**src/rtl/serial_reg_file_if.sv**
```systemverilog
// Serial access bus of the parametrised register file: frame strobes,
// serial data in/out, frame status and an FSM state tap.
interface serial_reg_file_if;
    logic       WR_EN;
    logic       RD_EN;
    logic       DIN;
    logic       DOUT;
    logic       BUSY;
    logic       ERR;
    logic [1:0] state_dbg;

    modport master (
        output WR_EN, RD_EN, DIN,
        input  DOUT, BUSY, ERR, state_dbg
    );

    modport slave (
        input  WR_EN, RD_EN, DIN,
        output DOUT, BUSY, ERR, state_dbg
    );
endinterface

```
**src/rtl/serial_reg_file.sv**
```systemverilog
// Parametrised serial-access register file.
// Frame protocol: WR_EN or RD_EN (exactly one) is sampled in IDLE at E0.
// BUSY then stays high for ADDR_WIDTH address bits plus DATA_WIDTH data bits.
// All serial data is MSB first on DIN/DOUT. A write frame commits the whole
// word at its last edge. A read frame drives DOUT from a registered shifter.
// ERR is a single-cycle pulse after a bad frame: write miss, write to a
// read-only reg, read miss, or both strobes asserted together in IDLE.
// Strobes seen while BUSY are ignored.
module serial_reg_file #(
    parameter int                            N_REG      = 5,
    parameter int                            DATA_WIDTH = 8,
    parameter int                            ADDR_WIDTH = 8,
    parameter logic [N_REG*ADDR_WIDTH-1:0]   ADDR_MAP   = {8'h55, 8'h06, 8'hA1, 8'h78, 8'h34},
    parameter logic [N_REG-1:0]              RO_MASK    = 5'b10000,
    parameter logic [N_REG*DATA_WIDTH-1:0]   RESET_VAL  = {8'h33, 8'h00, 8'h00, 8'h00, 8'h00}
) (
    input  logic                          CLK,
    input  logic                          RSTN,
    serial_reg_file_if.slave              bus,
    output logic [N_REG*DATA_WIDTH-1:0]   REG_Q
);

    localparam int MAXW = (ADDR_WIDTH > DATA_WIDTH) ? ADDR_WIDTH : DATA_WIDTH;
    localparam int CW   = $clog2(MAXW) + 1;
    localparam int IW   = (N_REG > 1) ? $clog2(N_REG) : 1;

    typedef enum logic [1:0] {
        S_IDLE  = 2'd0,
        S_ADDR  = 2'd1,
        S_WDATA = 2'd2,
        S_RDATA = 2'd3
    } state_t;

    state_t                 state;
    state_t                 state_next;
    logic                   start_frame;
    logic                   both_err;
    logic                   phase_end;

    logic                   is_write;
    logic [CW-1:0]          cnt;
    logic [ADDR_WIDTH-2:0]  addr_shift;
    logic [DATA_WIDTH-2:0]  wr_shift;
    logic [DATA_WIDTH-2:0]  rd_shift;
    logic                   dout_q;
    logic                   err_q;
    logic                   hit_q;
    logic                   ro_q;
    logic [IW-1:0]          idx_q;

    logic [ADDR_WIDTH-1:0]  full_addr;
    logic                   dec_hit;
    logic [IW-1:0]          dec_idx;
    logic [DATA_WIDTH-1:0]  rd_val;
    logic                   commit_en;
    logic [DATA_WIDTH-1:0]  wr_word;

    assign phase_end = (cnt == '0);
    assign full_addr = {addr_shift, bus.DIN};
    assign rd_val    = REG_Q[dec_idx*DATA_WIDTH +: DATA_WIDTH];
    assign wr_word   = {wr_shift, bus.DIN};
    assign commit_en = (state == S_WDATA) && phase_end && hit_q && !ro_q;

    assign bus.DOUT      = dout_q;
    assign bus.BUSY      = (state != S_IDLE);
    assign bus.ERR       = err_q;
    assign bus.state_dbg = state;

    // Address decode; scanning from the top down lets the lowest index win on duplicates.
    always_comb begin
        dec_hit = 1'b0;
        dec_idx = '0;
        for (int i = N_REG - 1; i >= 0; i--) begin
            if (ADDR_MAP[i*ADDR_WIDTH +: ADDR_WIDTH] == full_addr) begin
                dec_hit = 1'b1;
                dec_idx = IW'(i);
            end
        end
    end

    // FSM state register.
    always_ff @(posedge CLK or negedge RSTN) begin
        if (!RSTN) begin
            state <= S_IDLE;
        end else begin
            state <= state_next;
        end
    end

    // FSM next state and frame-level strobes.
    always_comb begin
        state_next  = state;
        start_frame = 1'b0;
        both_err    = 1'b0;
        case (state)
            S_IDLE: begin
                if (bus.WR_EN && bus.RD_EN) begin
                    both_err = 1'b1;
                end else if (bus.WR_EN || bus.RD_EN) begin
                    start_frame = 1'b1;
                    state_next  = S_ADDR;
                end
            end
            S_ADDR: begin
                if (phase_end) begin
                    state_next = is_write ? S_WDATA : S_RDATA;
                end
            end
            S_WDATA, S_RDATA: begin
                if (phase_end) begin
                    state_next = S_IDLE;
                end
            end
            default: state_next = S_IDLE;
        endcase
    end

    // Datapath: bit counter, shifters, decode capture, DOUT and ERR registers.
    always_ff @(posedge CLK or negedge RSTN) begin
        if (!RSTN) begin
            is_write   <= 1'b0;
            cnt        <= '0;
            addr_shift <= '0;
            wr_shift   <= '0;
            rd_shift   <= '0;
            dout_q     <= 1'b0;
            err_q      <= 1'b0;
            hit_q      <= 1'b0;
            ro_q       <= 1'b0;
            idx_q      <= '0;
        end else begin
            err_q <= 1'b0;
            case (state)
                S_IDLE: begin
                    dout_q <= 1'b0;
                    if (both_err) begin
                        err_q <= 1'b1;
                    end
                    if (start_frame) begin
                        is_write <= bus.WR_EN;
                        cnt      <= CW'(ADDR_WIDTH - 1);
                    end
                end
                S_ADDR: begin
                    addr_shift <= (ADDR_WIDTH-1)'({addr_shift, bus.DIN});
                    if (phase_end) begin
                        cnt   <= CW'(DATA_WIDTH - 1);
                        hit_q <= dec_hit;
                        idx_q <= dec_idx;
                        ro_q  <= dec_hit && RO_MASK[dec_idx];
                        if (!is_write) begin
                            // First bit goes straight to DOUT; the rest wait in the shifter.
                            dout_q   <= dec_hit ? rd_val[DATA_WIDTH-1] : 1'b0;
                            rd_shift <= dec_hit ? rd_val[DATA_WIDTH-2:0] : '0;
                        end
                    end else begin
                        cnt <= cnt - CW'(1);
                    end
                end
                S_WDATA: begin
                    wr_shift <= (DATA_WIDTH-1)'({wr_shift, bus.DIN});
                    if (phase_end) begin
                        err_q <= !hit_q || ro_q;
                    end else begin
                        cnt <= cnt - CW'(1);
                    end
                end
                S_RDATA: begin
                    if (phase_end) begin
                        dout_q <= 1'b0;
                        err_q  <= !hit_q;
                    end else begin
                        dout_q   <= rd_shift[DATA_WIDTH-2];
                        rd_shift <= (DATA_WIDTH-1)'({rd_shift, 1'b0});
                        cnt      <= cnt - CW'(1);
                    end
                end
                default: dout_q <= 1'b0;
            endcase
        end
    end

    // Register storage: read-only regs are tied to their reset value, writable
    // regs load the staged word only at the commit edge.
    for (genvar g = 0; g < N_REG; g++) begin : g_reg
        if (RO_MASK[g]) begin : g_ro
            assign REG_Q[g*DATA_WIDTH +: DATA_WIDTH] = RESET_VAL[g*DATA_WIDTH +: DATA_WIDTH];
        end else begin : g_rw
            logic [DATA_WIDTH-1:0] q;
            // Commit the staged word when this reg is the decoded target.
            always_ff @(posedge CLK or negedge RSTN) begin
                if (!RSTN) begin
                    q <= RESET_VAL[g*DATA_WIDTH +: DATA_WIDTH];
                end else if (commit_en && (idx_q == IW'(g))) begin
                    q <= wr_word;
                end
            end
            assign REG_Q[g*DATA_WIDTH +: DATA_WIDTH] = q;
        end
    end

endmodule

```
**src/flat_wrapper.sv**
```systemverilog
// flat-port wrapper written by rule: the top's interface ports become plain ports
module serial_reg_file_flat 
#(
    parameter int                            N_REG      = 5,
    parameter int                            DATA_WIDTH = 8,
    parameter int                            ADDR_WIDTH = 8,
    parameter logic [N_REG*ADDR_WIDTH-1:0]   ADDR_MAP   = {8'h55, 8'h06, 8'hA1, 8'h78, 8'h34},
    parameter logic [N_REG-1:0]              RO_MASK    = 5'b10000,
    parameter logic [N_REG*DATA_WIDTH-1:0]   RESET_VAL  = {8'h33, 8'h00, 8'h00, 8'h00, 8'h00}
)
  (CLK, RSTN, REG_Q, bus_WR_EN, bus_RD_EN, bus_DIN, bus_DOUT, bus_BUSY, bus_ERR, bus_state_dbg);
  serial_reg_file_if bus_i ();
  input  logic CLK;
  input  logic RSTN;
  output logic [N_REG*DATA_WIDTH-1:0] REG_Q;
  input wire logic [$bits(bus_i.WR_EN)-1:0] bus_WR_EN;
  input wire logic [$bits(bus_i.RD_EN)-1:0] bus_RD_EN;
  input wire logic [$bits(bus_i.DIN)-1:0] bus_DIN;
  output wire logic [$bits(bus_i.DOUT)-1:0] bus_DOUT;
  output wire logic [$bits(bus_i.BUSY)-1:0] bus_BUSY;
  output wire logic [$bits(bus_i.ERR)-1:0] bus_ERR;
  output wire logic [$bits(bus_i.state_dbg)-1:0] bus_state_dbg;
  assign bus_i.WR_EN = bus_WR_EN;
  assign bus_i.RD_EN = bus_RD_EN;
  assign bus_i.DIN = bus_DIN;
  assign bus_DOUT = bus_i.DOUT;
  assign bus_BUSY = bus_i.BUSY;
  assign bus_ERR = bus_i.ERR;
  assign bus_state_dbg = bus_i.state_dbg;
  serial_reg_file #(.N_REG(N_REG), .DATA_WIDTH(DATA_WIDTH), .ADDR_WIDTH(ADDR_WIDTH), .ADDR_MAP(ADDR_MAP), .RO_MASK(RO_MASK), .RESET_VAL(RESET_VAL)) u_core (.CLK(CLK), .RSTN(RSTN), .bus(bus_i), .REG_Q(REG_Q));
endmodule
```
**config.mk**
```make
export PLATFORM = sky130hd
export DESIGN_NAME = serial_reg_file_flat
export DESIGN_NICKNAME = d
export VERILOG_FILES = /design/src/rtl/serial_reg_file_if.sv /design/src/rtl/serial_reg_file.sv /design/src/flat_wrapper.sv
export SDC_FILE = /design/constraint.sdc
export NUM_CORES = 1
export LEC_CHECK = 0
export ABC_AREA = 0
export BUFFER_PORTS_ARGS = -buffer_cell sky130_fd_sc_hd__buf_2
export CORE_MARGIN = 4
export CORE_UTILIZATION = 45
export CTS_CLUSTER_DIAMETER = 50
export CTS_CLUSTER_SIZE = 30
export DETAILED_ROUTE_END_ITERATION = 6
export GPL_TIMING_DRIVEN = 1
export HOLD_SLACK_MARGIN = 0.12
export PLACE_DENSITY = 0.65
export REMOVE_ABC_BUFFERS = 1
export SYNTH_ARGS = -nofsm -noshare
export SYNTH_HDL_FRONTEND = slang
export SYNTH_SLANG_ARGS = --single-unit
export TNS_END_PERCENT = 10
```
**constraint.sdc**
```tcl
create_clock -name CLK -period 3 [get_ports CLK]
set_input_delay 0.3 -clock CLK [delete_from_list [all_inputs] [get_ports CLK]]
set_output_delay 0.3 -clock CLK [all_outputs]
set_load 0.05 [all_outputs]
```
# Word level (Yosys, flattened, before mapping)
# Memory sizes are Yosys's and may differ from the RTL's.
# Cells that the tools add are included.
# W data, S select, Z words.
# totals
romBits,8
out_inout_bits,45
inputBits,5
mem_count,1
register_bits,67
# memory_table
name,depth,word_bits,read_ports,rd_clocked_by_memory_dff,write_ports,line_no,text
(no name shown),8,1,1,0,0,serial_reg_file.sv:150,ro_q <= dec_hit && RO_MASK[dec_idx];
# op_classes
n_addsub,1
n_lt_le_gt_ge,1
shifts,1
mux,40
eq_ne,19
reduce_logical,26
# op_table
op,n
$shiftx A40 B7 Y8,1
$mux W7,4
$mux W1,19
$eq A7 B8 Y1 const A,2
$mux W3,5
$pmux W7 S2,1
$mux W4,3
$pmux W4 S3,1
$logic_and A1 B1 Y1,9
$eq A3 B8 Y1 const A,1
$eq A6 B8 Y1 const A,1
$eq A8 B8 Y1 const A,1
$mux W2,4
$ne A2 B1 Y1 const B,4
$ne A2 B2 Y1 const B,4
$reduce_and A4 Y1,2
$eq A3 B2 Y1 const B,2
$pmux W1 S3,2
$pmux W2 S3,1
$reduce_and A2 Y1,3
$eq A2 B2 Y1 const B,2
$logic_not A4 Y1,1
$lt A3 B4 Y1 const B,1
$reduce_bool A2 Y1,2
10 further kinds,12

# Logic depth before layout (Yosys ltp)
# depth
depth_word,11
mapped_depth,8
ltp_nobuf,7

# Least setup slack after synthesis
# No wires, ideal clock.
# synth_path
path_kind,register -> register
startpoint,"register u_core.state[1], in the netlist u_core.bus.state_dbg[1]"
endpoint,register u_core.g_reg[0].g_rw.q[0]
setup_time_ns,0.125
period_less_slack_ns,2.085
path_stages_with_launch,6
t_arrival_ns,1.960
setup_slack_ns,0.915
cell_sequence,dfrtp_1 > nor2b_1 > buf_2 > and4_1 > nor3b_4 > mux2_2
# synth_between
elab_chain_len,5
# synth_rtl
element,line_no,text
start: declaration,serial_reg_file.sv:34,state_t state;
start signal: assignment,serial_reg_file.sv:86,state <= state_next;
$eq A2 B2 Y1,serial_reg_file.sv:62,assign commit_en = (state == S_WDATA) && phase_end && hit_q && !ro_q;
$logic_and A1 B1 Y1 (3 in series),serial_reg_file.sv:62,
$logic_and A1 B1 Y1,serial_reg_file.sv:194,end else if (commit_en && (idx_q == IW'(g))) begin
end signal: assignment,serial_reg_file.sv:193,q <= RESET_VAL[g*DATA_WIDTH +: DATA_WIDTH];
end signal: assignment,serial_reg_file.sv:195,q <= wr_word;
end: declaration,serial_reg_file.sv:189,logic [DATA_WIDTH-1:0] q;
# No other way between the ends.
# A chain may end at the register's enable or synchronous reset.

# Final worst setup path
# layout_path
startpoint,register u_core.cnt[0]
endpoint,register u_core.g_reg[0].g_rw.q[0]
# layout_between
elab_chain_len,5
# layout_rtl
element,line_no,text
start: declaration,serial_reg_file.sv:41,logic [CW-1:0] cnt;
start signal: assignment,serial_reg_file.sv:141,cnt <= CW'(ADDR_WIDTH - 1);
start signal: assignment,serial_reg_file.sv:147,cnt <= CW'(DATA_WIDTH - 1);
start signal: assignment,serial_reg_file.sv:157,cnt <= cnt - CW'(1);
$logic_not A4 Y1,serial_reg_file.sv:58,assign phase_end = (cnt == '0);
$logic_and A1 B1 Y1 (3 in series),serial_reg_file.sv:62,
$logic_and A1 B1 Y1,serial_reg_file.sv:194,
# No other way between the ends.

==> impl_table.tex <==
\begin{tabular}{lr}
\hline
Metric & Value \\
\hline
\multicolumn{2}{l}{\textbf{Routing}} \\
\quad M1 WL & 3.45 mm \\
\quad Number of violations reported at the end of detailed-routing iteration 0 & 101 \\
\quad Detailed-router iteration count before antenna repair & 4 \\
\quad Vias after detailed routing & 2314 \\
\quad DRC & 0 \\
\quad Number of nets with antenna violations after detailed routing & 0 \\
\quad Total routed wirelength & 7.19 mm \\
\quad Ratio of routed vias to standard cells & 5.50 \\
\quad Top routing layer used & met4 \\
\quad Per-cell routed wire length & 17.1 um \\
\quad Detailed route wirelength on metal2 & 3.36 mm \\
\quad Amount of wire on met3 after detailed routing & 296 um \\
\multicolumn{2}{l}{\textbf{CTS}} \\
\quad Register clock-pin slew on the reported worst setup and hold paths & 0.07 ns \\
\quad Number of clock buffers inserted by TritonCTS & 9 \\
\quad Insertion delay of the later-clocked pin in the worst-skew pair & 0.34 ns \\
\quad Count of cells resized by post-cts repair & 0 \\
\quad Setup fix buffers added after clock tree synthesis & 0 \\
\quad Sink Count & 67 \\
\quad Number of buffers inserted for hold repair after clock tree synthesis & 0 \\
\quad Clk Tree Root Cell & clkbuf\_8 \\
\quad Clock tree from TritonCTS & yes \\
\quad Bufs on Longest Clock Path & 2 \\
\quad H-tree levels & 3 \\
\multicolumn{2}{l}{\textbf{Timing}} \\
\quad Slew @ Worst Pin & 1.09 ns \\
\quad Final setup violation count & 0 \\
\quad Final number of max-transition violations & 0 \\
\quad Minimum period implied by the final worst setup slack & 2.44 ns \\
\quad Clock skew & 0.00968 ns \\
\quad Number of hold-slack violations in the final timing report & 0 \\
\quad Setup repair after global routing missed its margin & no \\
\quad Final hold slack & 0.166 ns \\
\quad Max-slew headroom at the worst pin & 27.4\% \\
\quad Final TNS setup & 0 ns \\
\quad Fmax & 410 MHz \\
\quad Post-route fraction of the period consumed by the critical path & 81.4\% \\
\multicolumn{2}{l}{\textbf{GRT}} \\
\quad Vias in the first global route & 2318 \\
\quad Maximum number of pins on one net before global-route repair & 50 \\
\quad Antenna violations before repair & 0 \\
\quad Overflow after GRT & 0 \\
\quad Gr usage total & 17.7\% \\
\quad Wire length of the first global-routing pass & 12.0 mm \\
\multicolumn{2}{l}{\textbf{Place}} \\
\quad Placed wire-length estimate after detailed placement & 5.11 mm \\
\quad Buffers added on ports & 41 \\
\quad DP Area & 3510 sq um \\
\quad Last weighted congestion value of the routability-driven placer & 0.817 \\
\quad Cell Count Post-Placement & 405 \\
\multicolumn{2}{l}{\textbf{Setup path}} \\
\quad List of cells traversed by the critical path & inv\_1, ha\_1, nor3b\_4, and4\_1, nor3b\_4, mux2\_2 \\
\quad Worst setup path startpoint & u\_core.cnt[0] \\
\quad Register-to-register path setup slack & 0.56 ns \\
\quad Cell repeated most along the worst path & nor3b\_4 \\
\quad Critical path capture point type & register \\
\quad Startpoint kind of the worst setup timing path & register \\
\quad Worst flop-to-flop path endpoint & u\_core.g\_reg[0].g\_rw.q[0] \\
\quad Origin of the critical flop-to-flop path & u\_core.cnt[0] \\
\quad Category of the critical setup timing path & register to register \\
\quad Highest fanout seen on the critical path & 8 \\
\quad Capturing instance or port of the critical path & u\_core.g\_reg[0].g\_rw.q[0] \\
\quad Critical Path Slowest Stage Cell & nor3b\_4 \\
\quad Crit path arrival time & 2.67 ns \\
\quad Number of cells traversed by the worst register-to-register path & 6 \\
\quad Max stage delay on crit path & 0.53 ns \\
\quad CP required & 3.23 ns \\
\multicolumn{2}{l}{\textbf{Power}} \\
\quad Leakage power & 1.79 nW \\
\quad Worst vdd rail ir drop & 361 uV \\
\quad Power density relative to cell area & 797 nW/um\^{}2 \\
\multicolumn{2}{l}{\textbf{Synthesis}} \\
\quad Async set-or-reset flop fraction in the synthesized netlist & 100\% \\
\quad Cells after synthesis & 277 \\
\quad Number of enable flip-flop cells after synthesis & 0 \\
\quad Commonest register cell after synthesis & dfrtp\_1 \\
\quad Sequential-to-total area share from yosys stat & 51.7\% \\
\quad Count of cell types in the netlist & 49 \\
\quad Library cell with the largest summed area after synthesis & dfrtp\_1 \\
\quad Warnings from Yosys & 0 \\
\quad Synthesized area divided by synthesized cell count & 11.7 sq um \\
\quad Total of flip-flops plus latches after synthesis & 67 \\
\quad Cell area after synthesis & 3250 sq um \\
\quad Synth top area cells & dfrtp\_1 (52\%), mux2\_2 (16\%), nand2\_1 (2.8\%), o21ai\_0 (2.6\%), mux2i\_1 (2.5\%) \\
\quad Area share of the largest cell type after synthesis & 51.7\% \\
\multicolumn{2}{l}{\textbf{Layout}} \\
\quad Fin util & 54.3\% \\
\quad Filler cell count in the final layout & 615 \\
\quad Net count reported at finish & 328 \\
\quad Diode count & 0 \\
\quad Cell area after layout & 3750 sq um \\
\quad Count of placed standard cells in the final layout, fillers left out & 421 \\
\quad Synth-to-layout area growth & 15.6\% \\
\quad Proportion of layout cells with a drive suffix above 1 & 34.8\% \\
\multicolumn{2}{l}{\textbf{Floorplanning}} \\
\quad Top Ports & 50 \\
\quad Die H & 92.9 um \\
\quad Die W & 92.9 um \\
\quad Area of the die & 8640 sq um \\
\quad Total core area & 6910 sq um \\
\quad Core Rows & 30 \\
\quad Initial core utilization & 47.0\% \\
\multicolumn{2}{l}{\textbf{Job}} \\
\quad Number of max-capacitance violations reported & 0 \\
\multicolumn{2}{l}{\textbf{Hold path}} \\
\quad Tightest Hold Check Type & input pin to asynchronous set/reset pin \\
\multicolumn{2}{l}{\textbf{Outcome}} \\
\quad Run status & finished, final reports clean \\
\hline
\end{tabular}
through the flow:
step | worst slack (ns) | total power [mW]
2_1_floorplan | 0.600 | 1.86
3_3_place_gp | 0.535 | 2.08
3_5_place_dp | 0.560 | 2.10
4_1_cts | 0.550 | 3.02
5_1_grt | 0.373 | 3.17
6_report | 0.559 | 2.99
power breakdown:
| group | internal (mW) | switching [mW] |
|---|---|---|
| logic | 0.349 | 0.471 |
| clock network | 0.556 | 0.357 |
| registers | 1.07 | 0.192 |
sequential cells by signal, indices dropped and copies added (netlist names):
| name | cells |
|---|---|
| u_core.g.g_rw.q | 32 |
| u_core.addr_shift | 7 |
| u_core.rd_shift | 7 |
| u_core.wr_shift | 7 |
| u_core.cnt | 4 |
| u_core.idx_q | 3 |
| u_core.bus.state_dbg | 2 |
| u_core.bus.DOUT | 1 |
| u_core.bus.ERR | 1 |
| u_core.hit_q | 1 |
| u_core.is_write | 1 |
| u_core.ro_q | 1 |
cells by family after synthesis:
| group | Yosys count | share of synthesized area [%] |
|---|---|---|
| AOI/OAI and AO/OA | 49 | 10.8 |
| other | 2 | 0.231 |
| adders and majority gates | 3 | 1.16 |
| DFF | 67 | 51.7 |
| buffers and inverters | 29 | 4.63 |
| muxes | 55 | 18.8 |
| and+or+nand+nor | 72 | 12.8 |
how the worst min path moves through the flow:
stage	to	slack [ns]	cells after the start
2_1_floorplan	u_core.addr_shift[0]	0.004	0
3_3_place_gp	u_core.idx_q[2]	0.47	2
3_5_place_dp	u_core.idx_q[2]	0.47	2
4_1_cts	u_core.wr_shift[3]	0.20	1
5_1_grt	u_core.wr_shift[6]	0.25	1
6_report	u_core.addr_shift[3]	0.17	1
cells in the mapped netlist, types with 3 or more instances:
master,instances
dfrtp_1,67
nand2_1,24
o221ai_1,5
a221oi_1,4
a22o_1,3
inv_1,10
and2_1,3
o21bai_1,3
nor2_1,12
nand4_1,3
ha_1,3
nand3_1,9
mux2i_1,8
clkbuf_1,5
a221o_1,3
buf_4,8
mux2_2,47
o21ai_0,17
cells in the final DEF (no fill, tap or decap), types with 4 or more instances in the layout:
master | synthesis | final
o21ai_0 | 17 | 17
conb_1 | 2 | 8
nand2_1 | 24 | 24
a221oi_1 | 4 | 4
mux2_2 | 47 | 47
o221ai_1 | 5 | 5
inv_1 | 10 | 10
dfrtp_1 | 67 | 67
clkbuf_8 | 0 | 9
buf_2 | 2 | 41
nor2_1 | 12 | 12
buf_4 | 8 | 4
nand3_1 | 9 | 9
mux2i_1 | 8 | 8
critical path, delay by kind of cell (launching register included):
family,cells,cell delay [ns]
multiplexers,1,0.40
buffers and inverters,1,0.08
adder cells (fa/ha/maj),1,0.25
flip-flops,1,0.40
AND/OR/NAND/NOR,3,1.20
routing by layer:
| layer | up-vias | track usage [%] |
|---|---|---|
| li1 | 1090 | - |
| met1 | 1158 | 25.0 |
| met2 | 58 | 27.5 |
| met3 | 8 | 3.09 |
| met4 | 0 | 6.23 |
| met5 | - | 0 |
final cells by class:
class                           instances  area [sq um]  share of cell area, %
Inverter                               10          37.5                   1.00
Sequential cell                        67          1680                   44.7
Clock buffer                           10           128                   3.40
Tap cell                               96           120                   3.20
Clock inverter                          6           113                   3.00
Multi-Input combinational cell        187          1440                   38.4
Timing Repair Buffer                   45           235                   6.27
No activity file was read; power rests on OpenSTA's default activity.
